File: config.mk
export PLATFORM = sky130hd
export DESIGN_NAME = data_mem_arbiter
export DESIGN_NICKNAME = d
export VERILOG_FILES = /design/src/rtl/data_mem_arbiter.sv
export SDC_FILE = /design/constraint.sdc
export NUM_CORES = 1
export LEC_CHECK = 0
export CORE_AREA = 8 8 112 114
export CTS_BUF_LIST = sky130_fd_sc_hd__clkbuf_4 sky130_fd_sc_hd__clkbuf_8
export DETAILED_ROUTE_END_ITERATION = 7
export DIE_AREA = 0 0 120 122
export GPL_TIMING_DRIVEN = 0
export PLACE_DENSITY = 0.72
export RECOVER_POWER = 50
export SKIP_CTS_REPAIR_TIMING = 1
export SYNTH_ARGS = -nofsm -noshare
export SYNTH_HDL_FRONTEND = slang
export SYNTH_SLANG_ARGS = --single-unit
File: constraint.sdc
create_clock -name clock -period 1.5 [get_ports clock]
set_input_delay 0.225 -clock clock [delete_from_list [all_inputs] [get_ports clock]]
set_output_delay 0.225 -clock clock [all_outputs]
set_load 0.02 [all_outputs]
File: src/rtl/data_mem_arbiter.sv
// Two-port arbiter (cpu, dbg) for the single data_memory port with cpu priority,
// a dbg starvation override and one-cycle read-response routing. Define DBG_LOCK_EN to enable the dbg bus lock.
module data_mem_arbiter #(
  parameter int ADDR_W       = 32,
  parameter int DATA_W       = 32,
  parameter int STARVE_LIMIT = 4
) (
  input  logic              clock,
  input  logic              reset,
  input  logic              cpu_req,
  input  logic [ADDR_W-1:0] cpu_addr,
  input  logic [DATA_W-1:0] cpu_wdata,
  input  logic              cpu_we,
  input  logic [1:0]        cpu_size,
  input  logic              dbg_req,
  input  logic [ADDR_W-1:0] dbg_addr,
  input  logic [DATA_W-1:0] dbg_wdata,
  input  logic              dbg_we,
  input  logic [1:0]        dbg_size,
  input  logic              dbg_lock,
  output logic              cpu_gnt,
  output logic              dbg_gnt,
  output logic              cpu_stall,
  output logic              cpu_rvalid,
  output logic              dbg_rvalid,
  output logic [DATA_W-1:0] cpu_rdata,
  output logic [DATA_W-1:0] dbg_rdata,
  output logic [ADDR_W-1:0] mem_addr,
  output logic [DATA_W-1:0] mem_wdata,
  output logic [1:0]        mem_size,
  output logic              mem_re,
  output logic              mem_we,
  input  logic [DATA_W-1:0] mem_rdata
);

`ifdef DBG_LOCK_EN
  typedef enum logic [1:0] {OPEN = 2'd0, STARVED = 2'd1, LOCKED = 2'd2} arbState_t;
`else
  typedef enum logic [1:0] {OPEN = 2'd0, STARVED = 2'd1} arbState_t;
`endif

  localparam logic [3:0] StarveLimit = 4'(STARVE_LIMIT);

  arbState_t  state, nextState;
  logic [3:0] starveCount, nextStarveCount;
  logic [1:0] respOwner;
  logic       cpuGnt, dbgGnt;
  logic       lockReq;

`ifdef DBG_LOCK_EN
  assign lockReq = dbg_lock;
`else
  logic unusedLock;
  assign unusedLock = dbg_lock;
  assign lockReq    = 1'b0;
`endif

  // Grant selection: cpu first in OPEN, dbg first in STARVED, dbg only in LOCKED.
  always_comb begin
    cpuGnt = 1'b0;
    dbgGnt = 1'b0;
    case (state)
      STARVED: begin
        dbgGnt = dbg_req;
        cpuGnt = cpu_req & ~dbg_req;
      end
`ifdef DBG_LOCK_EN
      LOCKED: begin
        dbgGnt = dbg_req;
      end
`endif
      default: begin
        cpuGnt = cpu_req;
        dbgGnt = dbg_req & ~cpu_req;
      end
    endcase
  end

  always_comb begin
    mem_addr  = '0;
    mem_wdata = '0;
    mem_size  = 2'b00;
    mem_re    = 1'b0;
    mem_we    = 1'b0;
    if (cpuGnt) begin
      mem_addr  = cpu_addr;
      mem_wdata = cpu_wdata;
      mem_size  = cpu_size;
      mem_re    = ~cpu_we;
      mem_we    = cpu_we;
    end else if (dbgGnt) begin
      mem_addr  = dbg_addr;
      mem_wdata = dbg_wdata;
      mem_size  = dbg_size;
      mem_re    = ~dbg_we;
      mem_we    = dbg_we;
    end
  end

  // Counter tracks consecutive denied dbg cycles and saturates at the limit.
  always_comb begin
    nextStarveCount = starveCount;
    if (dbgGnt || !dbg_req) begin
      nextStarveCount = 4'd0;
    end else if (starveCount < StarveLimit) begin
      nextStarveCount = starveCount + 4'd1;
    end
  end

  always_comb begin
    nextState = state;
    case (state)
      STARVED: begin
        if (dbgGnt && lockReq) begin
          nextState = arbState_t'(2'd2);
        end else if (dbgGnt || !dbg_req) begin
          nextState = OPEN;
        end
      end
`ifdef DBG_LOCK_EN
      LOCKED: begin
        if (!dbg_lock) begin
          nextState = OPEN;
        end
      end
`endif
      default: begin
        if (dbgGnt && lockReq) begin
          nextState = arbState_t'(2'd2);
        end else if (nextStarveCount == StarveLimit) begin
          nextState = STARVED;
        end else begin
          nextState = OPEN;
        end
      end
    endcase
  end

  always_ff @(posedge clock or negedge reset) begin
    if (!reset) begin
      state       <= OPEN;
      starveCount <= 4'd0;
      respOwner   <= 2'b00;
    end else begin
      state       <= nextState;
      starveCount <= nextStarveCount;
      respOwner   <= {dbgGnt & ~dbg_we, cpuGnt & ~cpu_we};
    end
  end

  assign cpu_gnt    = cpuGnt;
  assign dbg_gnt    = dbgGnt;
  assign cpu_stall  = cpu_req & ~cpuGnt;
  assign cpu_rvalid = respOwner[0];
  assign dbg_rvalid = respOwner[1];
  assign cpu_rdata  = respOwner[0] ? mem_rdata : '0;
  assign dbg_rdata  = respOwner[1] ? mem_rdata : '0;

endmodule
==> flow_metrics.env <==
export IMPL_status="complete, but fails checks"
export IMPL_violations="setup timing"
export IMPL_crit_slowest_cell="dfrtp_2"
export IMPL_intPower_mw=1.360
export IMPL_postLayoutCoreUtil_pct=49.02
export IMPL_setup_viol=69
export IMPL_fmax_mhz=582.0
export IMPL_io_pins=308
export IMPL_cp_max_fo=6
export IMPL_syn_to_final_growth_pct=216.5
export IMPL_power_mw=2.113
export IMPL_seq_power_share_pct=9.6
export IMPL_p_leak_nw=2.914
export IMPL_ys_seq_elements=7
export IMPL_relSlewSlack_pct=65.65
export IMPL_path_buf_inv=2
export IMPL_port_buffers=305
export IMPL_die_h_um=122
export IMPL_p_per_area_mw_per_mm2=402.9
export IMPL_drive_gt1_share_pct=38.21
export IMPL_max_stage_delay_ns=0.46
export IMPL_startpoint_type="flip-flop"
export IMPL_final_area_sq_mm=0.005244
export IMPL_clk_latency_ns=0.22
export IMPL_drtIter0Drc=142
export IMPL_synth_avg_cell_area_sq_um=8.583
export IMPL_power_frac_comb_pct=77.1
export IMPL_critPathArrivalTime_ns=1.49
export IMPL_grt_max_degree=11
export IMPL_syn_area_sq_mm=0.001657
export IMPL_most_common_layout_cells="166 x clkdlybuf4s50_1, 83 x buf_6, 65 x and2_1"
export IMPL_min_period_ns=1.718
export IMPL_clock_skew_ns=0.001070
export IMPL_placedCellCount=638
export IMPL_drtPass1Iterations=4
export IMPL_route_vias_total=3014
export IMPL_worst_slack_ns=-0.2184
export IMPL_die_x_um=120
export IMPL_min_path_type="input port to asynchronous set/reset pin"
export IMPL_placedInstanceArea_sq_mm=0.004885
export IMPL_cp_top_family="flip-flops"
export IMPL_clkSinkCount=7
export IMPL_vdd_ir_drop_worst_uv=285.6
export IMPL_grt_pass1_wl_mm=18.00
export IMPL_clockBufferDepth=2
export IMPL_switchingPower_mw=0.7531
export IMPL_antenna_found_initial=0
export IMPL_end_kind="output port"
export IMPL_die_area_sq_mm=0.01464
export IMPL_yosysUniqueCellTypes=19
export IMPL_holdWs_ns=0.3283
export IMPL_slew_violations=0
export IMPL_rr_worst_depth=3
export IMPL_cts_tree="yes"
export IMPL_worst_slew_pin_slew_ns=0.5153
export IMPL_path_cells="nand2b_4 > clkbuf_16 > a32o_2 > buf_6"
export IMPL_worst_path_stages=4
export IMPL_ant_nets=0
export IMPL_synthCells=193
export IMPL_rows=38
export IMPL_place_congestion=0.7629
export IMPL_grt_usage_pct=15.15
export IMPL_route_detailed_drc=0
export IMPL_core_area_sq_mm=0.01070
export IMPL_instances_no_fill=653
export IMPL_drt_wirelength_per_cell_um=20.35
export IMPL_p_clk_share_pct=13.3
export IMPL_place_hpwl_mm=10.75
export IMPL_yosys_warnings=0
export IMPL_htreeDepth=1
export IMPL_p_sw_share_pct=35.65
export IMPL_rsz0062_at_grt="yes"
export IMPL_fin_nets=686
export IMPL_antenna_cells=0
export IMPL_cts_inserted_buffers=3
export IMPL_wirelength_mm=13.29
export IMPL_required_ns=1.27
export IMPL_fin_crit_sh_pct=114.6
export IMPL_timing_hold_violations_final=0
export IMPL_start_util_pct=15.49
export IMPL_first_global_vias=3186
export IMPL_setup_worst_path_class="flip-flop to output port"
export IMPL_overflow=0
export IMPL_synth_nets=365
export IMPL_max_cap_violations=0
export IMPL_viasPerCell=4.616
export IMPL_final_common_cell="clkdlybuf4s50_1"
export IMPL_root_buffer="clkbuf_8"
export IMPL_clkTransAtPathRegs_ns=0.04
export IMPL_yosysSeqAreaShare_pct=10.57
final timing paths:
kind                                     start              to  slack, ns
worst min register to register  starveCount[3]        state[0]       0.56
worst max-delay path                  state[0]     mem_addr[1]      -0.22
worst min-delay path                     reset  starveCount[3]       0.33
min in group clock                     dbg_req  starveCount[3]       0.43
worst max register to register  starveCount[0]        state[0]       0.15
max in group asynchronous                reset        state[0]       0.91
Yosys cell counts:
cell type  number  area [sq um]
dfrtp_1         7         175.2
a21oi_1         3         15.01
nand2b_1        3         18.77
a2111oi_2       1         15.01
nor2_1          1         3.750
or3_1           1         6.260
buf_4           1         7.510
clkbuf_1       13         48.80
a21boi_4        1         18.77
buf_6          15         168.9
a32o_1         68         680.7
o21ai_0         2         10.01
and3_1          2         12.51
and2_1         66         412.9
inv_1           4         15.01
or3b_2          1         8.760
mux2_2          1         11.26
ha_1            1         12.51
nand3b_1        2         15.01
routing by layer:
metal	global-route usage (%)	wire length [um]	part of all wire [%]	vias up
met5	0	0	0	-
met4	2.498	85	0.64	0
met3	6.756	1383	10	8
met2	29.13	6881	52	202
met1	14.86	4940	37	1387
li1	-	-	-	1417
kinds of logic after synthesis:
logic type	share of synthesized area, %
buffers and inverters	14.50
AOI/OAI and AO/OA	44.64
muxes	0.6797
and+or+nand+nor	28.85
adders and majority gates	0.7552
DFF	10.57
metrics by stage:
| step | setup slack [ns] | setup TNS, ns |
|---|---|---|
| after floorplan | 0.1368 | 0 |
| final | -0.2184 | -12.67 |
| after global routing | -0.2504 | -15.22 |
| after CTS | -0.9582 | -95.50 |
| after global placement | -0.9272 | -78.68 |
| after detailed placement | -0.9508 | -80.05 |
final cells by class:
| type | count | area (sq um) |
|---|---|---|
| clock buffer | 4 | 48.80 |
| inverter | 4 | 15.01 |
| multi-input combinational | 155 | 1336 |
| tap | 140 | 175.2 |
| buffer | 28 | 256.5 |
| timing repair buffer | 315 | 3233 |
| sequential | 7 | 178.9 |
| fill | 963 | 5454 |
state kept, by name (all words and copies together), names as in the netlist:
signal and count:
respOwner 2, starveCount 4, state 1
power by group through the flow:
stage	Sequential [mW]	Clock, mW	Combinational [mW]
6_report	0.203	0.281	1.63
5_1_grt	0.204	0.297	1.71
4_1_cts	0.202	0.289	1.53
3_5_place_dp	0.205	0	1.52
3_3_place_gp	0.204	0	1.51
2_1_floorplan	0.205	0	0.583
worst reg2reg max path, stage by stage, from the launching register on:
cell and delay, ns:
dfrtp_1 0.40, ha_1 0.31, mux2_2 0.28, a2111oi_2 0.23
Power figures use the tool's default switching activity.
